## config.mk

```make
export PLATFORM = sky130hd
export DESIGN_NAME = hex_display_scanner
export DESIGN_NICKNAME = d
export VERILOG_FILES = /design/src/rtl/hex_display_scanner.sv
export SDC_FILE = /design/constraint.sdc
export NUM_CORES = 1
export LEC_CHECK = 0
export ABC_AREA = 1
export BUFFER_PORTS_ARGS = -buffer_cell sky130_fd_sc_hd__buf_2
export CAP_MARGIN = 5
export CORE_ASPECT_RATIO = 1.75
export CORE_MARGIN = 2
export CORE_UTILIZATION = 60
export DETAILED_ROUTE_END_ITERATION = 8
export GPL_TIMING_DRIVEN = 0
export MAX_ROUTING_LAYER = met4
export PLACE_DENSITY = 0.83
export SETUP_SLACK_MARGIN = 0.3
export SLEW_MARGIN = 20
export SYNTH_ARGS = -nofsm -noshare
export SYNTH_HDL_FRONTEND = slang
export SYNTH_SLANG_ARGS = --single-unit
```

## constraint.sdc

```tcl
create_clock -name clk25 -period 3 [get_ports clk25]
set_input_delay 0.3 -clock clk25 [delete_from_list [all_inputs] [get_ports clk25]]
set_output_delay 0.3 -clock clk25 [all_outputs]
set_load 0.03 [all_outputs]
```

## src/rtl/hex_display_scanner.sv

```systemverilog
// rtl/hex_display_scanner.sv - N-digit hex 7-segment driver with static and multiplexed outputs
module hex_display_scanner #(
    parameter int NUM_DIGITS   = 4,
    parameter int SCAN_DIV     = 25000,
    parameter int GUARD_CYCLES = 250,
    parameter bit ACTIVE_LOW   = 1'b1
) (
    input  logic                    clk25,
    input  logic                    rst_n,
    input  logic                    latch,
    input  logic [4*NUM_DIGITS-1:0] value,
    input  logic                    blank_lz,
    input  logic [NUM_DIGITS-1:0]   digit_en,
    output logic [7*NUM_DIGITS-1:0] seg_out,
    output logic [6:0]              mux_seg,
    output logic [NUM_DIGITS-1:0]   mux_sel,
    output logic                    scan_tick
);

    localparam int PW = $clog2(SCAN_DIV);
    localparam int IW = (NUM_DIGITS > 1) ? $clog2(NUM_DIGITS) : 1;

    // XOR masks that turn an active-high pattern into the output polarity
    localparam logic [6:0]            SEG_DARK = ACTIVE_LOW ? 7'h7F : 7'h00;
    localparam logic [NUM_DIGITS-1:0] SEL_OFF  = ACTIVE_LOW ? {NUM_DIGITS{1'b1}} : {NUM_DIGITS{1'b0}};

    logic [4*NUM_DIGITS-1:0] hold;
    logic [PW-1:0]           presc;
    logic [IW-1:0]           index;
    logic [PW-1:0]           presc_next;
    logic [IW-1:0]           index_next;
    logic [NUM_DIGITS-1:0]   upper_zero;
    logic [7*NUM_DIGITS-1:0] seg_next;
    logic                    guard_next;

    // Active-high glyph {g,f,e,d,c,b,a} for one nibble
    function automatic logic [6:0] glyph(input logic [3:0] nib);
        logic [6:0] g;
        case (nib)
            4'h0: g = 7'h3F;
            4'h1: g = 7'h06;
            4'h2: g = 7'h5B;
            4'h3: g = 7'h4F;
            4'h4: g = 7'h66;
            4'h5: g = 7'h6D;
            4'h6: g = 7'h7D;
            4'h7: g = 7'h07;
            4'h8: g = 7'h7F;
            4'h9: g = 7'h6F;
            4'hA: g = 7'h77;
            4'hB: g = 7'h7C;
            4'hC: g = 7'h39;
            4'hD: g = 7'h5E;
            4'hE: g = 7'h79;
            default: g = 7'h71;
        endcase
        return g;
    endfunction

    // Per-digit segment pattern from the hold register, with leading-zero and mask blanking
    always_comb begin
        logic run;
        run        = 1'b1;
        upper_zero = '0;
        seg_next   = '0;
        for (int i = NUM_DIGITS - 1; i >= 0; i--) begin
            run           = run && (hold[4*i +: 4] == 4'd0);
            upper_zero[i] = run;
            if (!digit_en[i] || (blank_lz && (i > 0) && upper_zero[i]))
                seg_next[7*i +: 7] = SEG_DARK;
            else
                seg_next[7*i +: 7] = glyph(hold[4*i +: 4]) ^ SEG_DARK;
        end
    end

    // Next prescaler/index; mux registers are computed from these so they align with the live slot
    always_comb begin
        presc_next = presc + PW'(1);
        index_next = index;
        if (presc == PW'(SCAN_DIV - 1)) begin
            presc_next = '0;
            index_next = (index == IW'(NUM_DIGITS - 1)) ? '0 : index + IW'(1);
        end
        guard_next = int'(presc_next) < GUARD_CYCLES;
    end

    // Hold register, static segments, scan counters and multiplexed outputs
    always_ff @(posedge clk25 or negedge rst_n) begin
        if (!rst_n) begin
            hold      <= '0;
            presc     <= '0;
            index     <= '0;
            seg_out   <= {NUM_DIGITS{SEG_DARK}};
            mux_seg   <= SEG_DARK;
            mux_sel   <= SEL_OFF;
            scan_tick <= 1'b0;
        end else begin
            if (latch)
                hold <= value;
            seg_out   <= seg_next;
            presc     <= presc_next;
            index     <= index_next;
            scan_tick <= (presc_next == '0);
            if (guard_next) begin
                mux_seg <= SEG_DARK;
                mux_sel <= SEL_OFF;
            end else begin
                mux_seg <= seg_next[7*index_next +: 7];
                mux_sel <= (NUM_DIGITS'(1) << index_next) ^ SEL_OFF;
            end
        end
    end

endmodule

```

* After elaboration in Yosys (flattened, before gate mapping)
Memories as Yosys holds them, arrays and structs flattened.
Index checks and enable logic that the tools add are counted.
** Word-level totals
- Register bits after elaboration :: 73
- Bits of input ports :: 24
- Word-level logic and storage cells :: 52
- Bits in read-only memories :: 448
- Output and inout bits :: 40
- Memories :: 4
** Memory list
- (name not given) :: words 16, bits a word 7, read ports 1, clocked after Yosys merged registers in 0, wr ports 0, line 39 : case (nib)
- (name not given) :: words 16, bits a word 7, read ports 1, clocked after Yosys merged registers in 0, wr ports 0, line 39
- (name not given) :: words 16, bits a word 7, read ports 1, clocked after Yosys merged registers in 0, wr ports 0, line 39
- (name not given) :: words 16, bits a word 7, read ports 1, clocked after Yosys merged registers in 0, wr ports 0, line 39
** Cells by class
- Reduce and logical (&&, ||, !) cells :: 15
- Multiply operators :: 1
- Order comparisons :: 1
- Equality and inequality tests :: 2
- Muxes and demuxes :: 13
- Shift-type cells :: 2
- $add $sub $neg :: 2
- Bitwise logic cells :: 5
** Operator list (count)
- $mux W7 :: 9
- $not A7 Y7 :: 4
- $shiftx A28 B6 Y7 :: 1
- $add A15 B1 Y15 const B :: 1
- $eq A15 B15 Y1 const B :: 1
- $logic_not A15 Y1 :: 1
- $lt A15 B8 Y1 const B :: 1
- $mux W15 :: 1
- $logic_not A4 Y1 :: 3
- $logic_and A1 B1 Y1 :: 5
- $mul A3 B2 Y5 const A :: 1
- $mux W2 :: 2
- $mux W4 :: 1
- $not A4 Y4 :: 1
- $shl A1 B2 Y4 const A :: 1
- $logic_not A1 Y1 :: 3
- $logic_or A1 B1 Y1 :: 3
- $add A2 B1 Y2 const B :: 1
- $eq A2 B2 Y1 const B :: 1

* Longest topological paths before layout
Gate-level depths: netlist of the first run.
- Word-level depth :: 10
- Gate-level depth with buffers :: 14
- Gate-level depth less buffers :: 14

* Least setup slack after synthesis of the first run
Ideal clock, no wire load.
- Kind :: register to register
- From :: register presc[0]
- To :: register mux_seg[1]
- Clock period less this slack :: 1.556 ns
- Setup time :: 0.077 ns
- Cell stages (with the launch flop) :: 11
- Data arrival time :: 1.478 ns
- Path buffers :: 1
- Required time :: 2.923 ns
- Path slack :: 1.444 ns
- Path through :: dfrtp_1 > ha_1 > nand3_1 > nor2_2 > nand2_2 > inv_1 > nor2_2 > nand3_1 > nand3_1 > buf_6 > nand2_1
** On the way
- Elaborated cells on any way between the ends :: 8
- Classes of those cells :: add/sub (1); mul (1); order compare (1); eq/ne (1); shift (1); mux (3)
** RTL lines
- from (decl) :: line 28 : logic [PW-1:0] presc;
- from (signal assigned) :: line 101 : presc <= presc_next;
- $add A15 B1 Y15 / $eq A15 B15 Y1 (equally long branches) :: line 78, 80
- $mux W15 (*) :: line 80 : if (presc == PW'(SCAN_DIV - 1)) begin
- via presc_next[7] :: line 30 : logic [PW-1:0] presc_next;
- $lt A15 B8 Y1 (*) :: line 84 : guard_next = int'(presc_next) < GUARD_CYCLES;
- $mux W7 (*) :: line 104 : if (guard_next) begin
- to (signal assigned) :: line 108 : mux_seg <= seg_next[7*index_next +: 7];
- to (decl) :: line 15 : output logic [6:0] mux_seg,
Mark *: on every way through the listed nets, which the timed path passes. The rest lies on a longest branch.
A chain may end at the register's enable or synchronous reset.

* Final worst setup path of the first run
- From :: register presc[0]
- To :: register mux_seg[2]
The elaborated chain is that of the path after synthesis.

==> impl_results.md, run 1 <==
* Root buffer cell: sky130_fd_sc_hd__clkbuf_16
* RSZ-0062 raised after global routing: no
* Remaining max-slew budget at the tightest pin at 0.663
* Simple logic cell fraction of the synthesized area at 0.359
* Family with the most delay on the worst path: simple AND/OR/NAND/NOR gates
* Synthesized netlist cell count at 568
* Area overhead of the layout relative to synthesis at 18.3%
* Maximum clock skew at final layout at 0.00509 ns
* Number of vias in the routed layout at 3966
* Fraction of synthesized area in multiplexers at 0
* Combinational family with the most area after synthesis: simple AND/OR/NAND/NOR gates
* Clock network latency to the later pin of the worst-skew pair at 0.34 ns
* Worst path cell trace: ha_1 -> nand2_2 -> nor2_2 -> nand2_1 -> nand2_1 -> inv_1 -> nand3_1 -> nor2_1 -> nand3_1 -> nand3_1 -> buf_6 -> nand2_1
* Remaining number of nets flagged by the antenna check after routing at 0
* Sum of negative setup slack at 0 ns
* Total congestion overflow after global routing at 0
* Adder-cell share of the synthesized area at 0.0648
* Cts-stage hold buffer count at 1
* Cell Pwr Density at 549 nW/µm²
* First-pass GRT wire length at 17200 µm
* Worst hold path type: primary input to flip-flop
* Total cell area at the placement stage at 4690 µm²
* Mean cell area of the mapped netlist at 7.48 µm²
* Arrival time worst endpoint at 2.23 ns
* Number of instances resized during post-cts repair at 0
* Buf+Inv Stages, Crit Path at 2
* Total of warnings raised by yosys at 0
* Post-CTS Repair Setup Buffers at 0
* Status: complete, no violations
* Total Routing Usage GR at 0.311
* Period Utilization, post-route at 0.650
* Standard cell core area at 6860 µm²
* DIE HEIGHT at 115 µm
* Critical Path Start Type: flip-flop
* Worst supply voltage drop on vdd at 496 µV
* Max-Cap Viols at 0
* Max Transition Viols Final at 0
* Maximum buffer depth of the clock tree at 2
* Share of the yosys chip area belonging to registers at 0.442
* Number of buffers created by CTS at 9
* Nets@finish at 690
* Die width at 67.6 µm
* DRC at 0
* Clock tree from TritonCTS: done
* Port-buffer cells at 63
* # IOs at 64
* First drt pass iteration count at 7
* Initial drt markers at 239
* Most frequent cells in the layout: 179 x sky130_fd_sc_hd__nand2_1, 89 x sky130_fd_sc_hd__nand3_1, 70 x sky130_fd_sc_hd__buf_2, 59 x sky130_fd_sc_hd__inv_1, 49 x sky130_fd_sc_hd__nor2_1
* Required time of the worst setup path at 3.28 ns
* Critical Path End Type: flip-flop
* Complex-gate fraction of the synthesized area at 0.0510
* Leakage Power at 2.56 nW
* Pin count of the biggest net entering global routing at 39
* Post-Syn Nets at 614
* Clock transition at the register clock pins on the worst setup and hold paths after CTS at 0.06 ns
* Number of enable-type register cells in the synthesized netlist at 0
* Routed length per instance at 14.8 µm
* Number of unique standard cell types used by synthesis at 29
* Library cell contributing the largest single delay on the critical path: sky130_fd_sc_hd__dfrtp_1
* Min Tclk post-route at 1.95 ns
* Final Setup Violations at 0
* Non-Filler Cell Area, Final at 5020 µm²
* Num rows at 40
* Classification of the worst setup path: flip-flop to flip-flop
* Fmax at 513 MHz
* Die Area at 7790 µm²
* Deepest level of the CTS H-tree at 3
* Slew of the pin with the lowest slew margin at 0.505 ns
* Post-Syn Area at 4250 µm²
* Commonest non-fill, non-tap cell in the layout: sky130_fd_sc_hd__nand2_1
* Post-detailed-route via-to-cell ratio at 5.41
* Highest fanout seen on the critical path at 10
* Via count of the first global-routing pass at 3834
* Starting Density at 0.619
* Hpwl dp at 8250 µm
* Flip-flop and latch count after synthesis at 73
* Xor/xnor cell area share of the yosys netlist at 0.00206
* FFs w/ async S/R, synth at 1.00
* # clock sinks at 73
* Inserted Diodes at 0
* Largest stage delay on the critical path at 0.40 ns
* Fraction of final layout cells sized beyond drive strength 1 at 0.228
* Most used flip-flop cell after synthesis: sky130_fd_sc_hd__dfstp_2
* Fin. Hold Viols at 0
* Detailed-route wire length at 10900 µm
* Antenna violations before repair at 0
* Routability-driven placement congestion ratio at 0.937
## layer usage
metal	wire (µm)	vias to the layer above	share of wire	GRT usage
li1	-	1962	-	-
met2	6190	108	0.57	0.571
met4	555	0	0.051	0.192
met1	3810	1854	0.35	0.282
met5	0	-	0	-
met3	316	42	0.029	0.0538
## Yosys cell counts, types with 4 or more instances
cell / n / share of area
sky130_fd_sc_hd__clkinv_1: 5 / 0.0044
sky130_fd_sc_hd__nand4_1: 9 / 0.013
sky130_fd_sc_hd__dfstp_2: 39 / 0.24
sky130_fd_sc_hd__nand3b_1: 4 / 0.0071
sky130_fd_sc_hd__nand2_1: 179 / 0.16
sky130_fd_sc_hd__nand3_2: 4 / 0.0094
sky130_fd_sc_hd__nor2_1: 49 / 0.043
sky130_fd_sc_hd__o21ai_0: 28 / 0.033
sky130_fd_sc_hd__nand3_1: 89 / 0.10
sky130_fd_sc_hd__ha_1: 22 / 0.065
sky130_fd_sc_hd__dfrtp_1: 34 / 0.20
sky130_fd_sc_hd__a21oi_1: 7 / 0.0082
sky130_fd_sc_hd__nor2_2: 8 / 0.012
sky130_fd_sc_hd__inv_1: 59 / 0.052
sky130_fd_sc_hd__buf_2: 8 / 0.0094
## registers in the layout, indices dropped and copies added (netlist names)
signal / cells
mux_seg: 7
scan_tick: 1
presc: 15
hold: 16
mux_sel: 4
index: 2
seg_out: 28
## worst min-delay path, stage by stage
cell	delay, ns
sky130_fd_sc_hd__buf_2	0.07
sky130_fd_sc_hd__nand2_1	0.04
sky130_fd_sc_hd__o21ai_0	0.05
## where the power goes
group | switching [mW] | leakage (nW) | internal [mW]
logic | 0.338 | 1.56 | 0.145
clock network | 0.410 | 0.153 | 0.752
registers | 0.0315 | 0.842 | 1.08
## path summary, 6_finish.rpt
kind | start | endpoint | slack (ns) | depth (start not counted)
worst max-delay path | presc[0]$_DFF_PN0_ | mux_seg[2]$_DFF_PN1_ | 1.05 | 12
worst min-delay path | value[0] | hold[0]$_DFFE_PN0P_ | 0.16 | 3
worst max register to register | presc[0]$_DFF_PN0_ | mux_seg[2]$_DFF_PN1_ | 1.05 | 12
worst min register to register | presc[0]$_DFF_PN0_ | presc[0]$_DFF_PN0_ | 0.53 | 1
max in group asynchronous | rst_n | seg_out[9]$_DFF_PN1_ | 1.91 | 3
min in group asynchronous | rst_n | presc[3]$_DFF_PN0_ | 0.46 | 2
## through the flow
stage | total power [mW] | util | worst slack (ns) | hold WS [ns] | instances
6_report | 2.76 | 0.732 | 1.05 | 0.160 | 733
5_1_grt | 2.87 | 0.732 | 0.909 | 0.172 | 733
4_1_cts | 2.77 | 0.732 | 1.09 | 0.159 | 733
3_5_place_dp | 1.60 | 0.684 | 1.10 | 0.294 | 716
3_3_place_gp | 1.59 | 0.681 | 1.16 | 0.494 | 715
2_1_floorplan | 1.45 | - | 1.44 | 0.00441 | 568
## logic make-up (layout without fill, tap and decap cells)
kind of cell | after synthesis | after routing
and+or+nand+nor | 349 | 349
buffers and inverters | 82 | 163
DFF | 73 | 73
AOI/OAI and AO/OA | 41 | 41
adders and majority gates | 22 | 22
xor gates and xnor gates | 1 | 1
## final cells by class
type	count	area [µm²]
fillers	544	1830
clock buffers	12	246
clock inverters	4	76.3
flip-flops and latches	73	1880
plain buffers	15	92.6
multi-input cells	413	2020
inverters	67	254
repair buffers	65	348
well taps	84	105
(Power assumes the default switching activity.)
==> run 2: changes to the inputs <==
Settings changed: CORE_UTILIZATION 60 to 52, PLACE_DENSITY 0.83 to 0.77.
Clock period 3 ns to 1.75 ns, I/O delays scaled along.
==> run 2 against run 1 <==
Effect of this change:
- via count grew 5.8%
- flip-flop and latch count stayed put
- register-to-register slack worse by 0.98 ns
- sequential share of layout area is 4.9 points lower
- clock skew rose by 0.0026 ns
- critical path depth decreased by 1
- worst setup slack lost 0.98 ns
- die area is 15% higher
- power rose by 73%
- global-route usage is 3.4 points lower
- critical endpoint is now mux_seg[6]$_DFF_PN1_
- largest cell class unchanged
==> impl_results.md, run 2 (synthesis gave the netlist of run 1 again) <==
* Share of total power in the clock network at 0.393 (was 0.421)
* Largest register FFs at 28 (unchanged)
* # IOs at 64 (unchanged)
* Standard cell core area at 7910 µm² (was 6860 µm²)
* Number of vias in the routed layout at 4195 (was 3966)
* Remaining max-slew budget at the tightest pin at 0.704 (was 0.663)
* Classification of the worst setup path: flip-flop to flip-flop (unchanged)
* RSZ-0062 raised after global routing: yes (was no)
* Detailed-route wire length at 11800 µm (was 10900 µm)
* Routed length per instance at 15.1 µm (was 14.8 µm)
* Pin count of the biggest net entering global routing at 53 (was 39)
* Max Transition Viols Final at 0 (unchanged)
* Inserted Diodes at 0 (unchanged)
* Starting Density at 0.537 (was 0.619)
* Cell Pwr Density at 817 nW/µm² (was 549 nW/µm²)
* Slew of the pin with the lowest slew margin at 0.445 ns (was 0.505 ns)
* Most frequent cells in the layout: 150 x sky130_fd_sc_hd__nand2_1, 76 x sky130_fd_sc_hd__nand3_1, 67 x sky130_fd_sc_hd__buf_2, 44 x sky130_fd_sc_hd__inv_1, 43 x sky130_fd_sc_hd__buf_4 (was 179 x sky130_fd_sc_hd__nand2_1, 89 x sky130_fd_sc_hd__nand3_1, 70 x sky130_fd_sc_hd__buf_2, 59 x sky130_fd_sc_hd__inv_1, 49 x sky130_fd_sc_hd__nor2_1)
* Critical Path Start Type: flip-flop (unchanged)
* Initial drt markers at 169 (was 239)
* Clock tree from TritonCTS: done (unchanged)
* Min Tclk post-route at 1.68 ns (was 1.95 ns)
* Comb pwr share at 0.207 (was 0.175)
* Required time of the worst setup path at 2.02 ns (was 3.28 ns)
* Period Utilization, post-route at 0.957 (was 0.650)
* Total congestion overflow after global routing at 0 (unchanged)
* Nets@finish at 735 (was 690)
* Post-detailed-route via-to-cell ratio at 5.35 (was 5.41)
* Num rows at 43 (was 40)
* Area overhead of the layout relative to synthesis at 37.4% (was 18.3%)
* Antenna violations before repair at 0 (unchanged)
* DIE HEIGHT at 124 µm (was 115 µm)
* Arrival time worst endpoint at 1.95 ns (was 2.23 ns)
* Hpwl dp at 8160 µm (was 8250 µm)
* Final Setup Violations at 0 (unchanged)
* Critical Path End Type: flip-flop (unchanged)
* Status: complete, no violations (unchanged)
* Root buffer cell: sky130_fd_sc_hd__clkbuf_16 (unchanged)
* # clock sinks at 73 (unchanged)
* Max-Cap Viols at 0 (unchanged)
* Fin. Hold Viols at 0 (unchanged)
* Deepest level of the CTS H-tree at 3 (unchanged)
* Biggest regs: seg_out x28, hold x16, presc x15 (unchanged)
* Maximum clock skew at final layout at 0.00766 ns (was 0.00509 ns)
* Commonest non-fill, non-tap cell in the layout: sky130_fd_sc_hd__nand2_1 (unchanged)
* Routability-driven placement congestion ratio at 0.953 (was 0.937)
* Worst hold path type: primary input to flip-flop (unchanged)
* Total cell area at the placement stage at 4770 µm² (was 4690 µm²)
* First drt pass iteration count at 7 (unchanged)
* Internal cell power at 3.33 mW (was 1.98 mW)
* Total Routing Usage GR at 0.278 (was 0.311)
* Part of the power in registers at 0.400 (was 0.403)
* Total net switching power at 1.44 mW (was 0.779 mW)
* Fraction of final layout cells sized beyond drive strength 1 at 0.429 (was 0.228)
* Fmax at 597 MHz (was 513 MHz)
* Worst supply voltage drop on vdd at 548 µV (was 496 µV)
* Non-Filler Cell Area, Final at 5840 µm² (was 5020 µm²)
* Minimum setup slack among reg-to-reg paths at 0.07 ns (was 1.05 ns)
* Register with the highest flop count: seg_out (unchanged)
* Port-buffer cells at 63 (unchanged)
* DRC at 0 (unchanged)
* Clock transition at the register clock pins on the worst setup and hold paths after CTS at 0.06 ns (about the same)
* Via count of the first global-routing pass at 4056 (was 3834)
* Total Power at 4.77 mW (was 2.76 mW)
* Leakage Power at 2.84 nW (was 2.56 nW)
* Remaining number of nets flagged by the antenna check after routing at 0 (unchanged)
* Highest fanout seen on the critical path at 10 (unchanged)
* Die width at 72.3 µm (was 67.6 µm)
* First-pass GRT wire length at 18600 µm (was 17200 µm)
* Maximum buffer depth of the clock tree at 2 (unchanged)
* Net Sw Frac at 0.302 (was 0.283)
* Clock network latency to the later pin of the worst-skew pair at 0.34 ns (about the same)
* Die Area at 8930 µm² (was 7790 µm²)
* Number of buffers created by CTS at 9 (unchanged)
-- run 2: final timing paths --
kind / start / to / cells past startpoint
max: presc[0]$_DFF_PN0_ / mux_seg[6]$_DFF_PN1_ / 11
min: value[6] / hold[6]$_DFFE_PN0P_ / 3
max reg2reg: presc[0]$_DFF_PN0_ / mux_seg[6]$_DFF_PN1_ / 11
min reg2reg: presc[0]$_DFF_PN0_ / presc[0]$_DFF_PN0_ / 2
max in group asynchronous: rst_n / seg_out[2]$_DFF_PN1_ / 3
min in group asynchronous: rst_n / presc[10]$_DFF_PN0_ / 2
-- run 2: power groups by stage --
stage | sequential (mW) | clock, mW | combinational (mW)
2_1_floorplan | 2.09 | 0 | 0.408
3_3_place_gp | 1.93 | 0 | 0.800
3_5_place_dp | 1.93 | 0 | 0.829
4_1_cts | 1.90 | 1.88 | 0.881
5_1_grt | 1.92 | 1.96 | 1.09
6_report | 1.91 | 1.87 | 0.989
-- run 2: routing by layer --
metal  vias up  part of all wire  track usage
met1      1939              0.34        0.269
met5         -                 0            -
li1       2057                 -            -
met2       148              0.57        0.511
met3        51             0.036       0.0407
met4         0             0.052        0.160
-- run 2: critical path, cell delays in order (launching register included) --
cell and delay (ns):
sky130_fd_sc_hd__dfrtp_1 0.39, sky130_fd_sc_hd__ha_4 0.21, sky130_fd_sc_hd__nand3_2 0.09, sky130_fd_sc_hd__nor2_4 0.13, sky130_fd_sc_hd__nand3_2 0.15, sky130_fd_sc_hd__buf_4 0.21
sky130_fd_sc_hd__nand3_1 0.09, sky130_fd_sc_hd__nand2_1 0.07, sky130_fd_sc_hd__nand2_1 0.09, sky130_fd_sc_hd__nand2_2 0.07, sky130_fd_sc_hd__inv_2 0.04, sky130_fd_sc_hd__nand2_1 0.05
-- run 2: timing repair --
item,4_1_cts,5_1_grt
gates resized for setup,66,67
hold buffers,1,0
endpoints found under the setup margin,14,21
gates cloned,3,0
pin swaps,20,21
hold endpoints to repair,8,0
buffers inserted,20,22
-- run 2: final cells by class --
| class | instances | area, µm² |
|---|---|---|
| Clock buffer | 12 | 278 |
| Timing Repair Buffer | 110 | 721 |
| Inverter | 67 | 274 |
| Tap cell | 90 | 113 |
| Clock inverter | 4 | 30.0 |
| Fill cell | 564 | 2070 |
| Buffer | 15 | 108 |
| Sequential cell | 73 | 1890 |
| Multi-Input combinational cell | 413 | 2420 |
-- run 2: metrics by stage --
stage               utilization  setup slack (ns)  hold slack, ns  std cells  setup TNS [ns]
floorplan                     -             0.266          -0.121        568               0
global placement          0.599           -0.0732           0.379        721          -0.530
detailed placement        0.603           -0.0928          0.0863        722          -0.724
CTS                       0.692            0.0510          0.0385        762               0
global route              0.738           -0.0272          0.0572        784         -0.0839
finish                    0.738            0.0746          0.0382        784               0
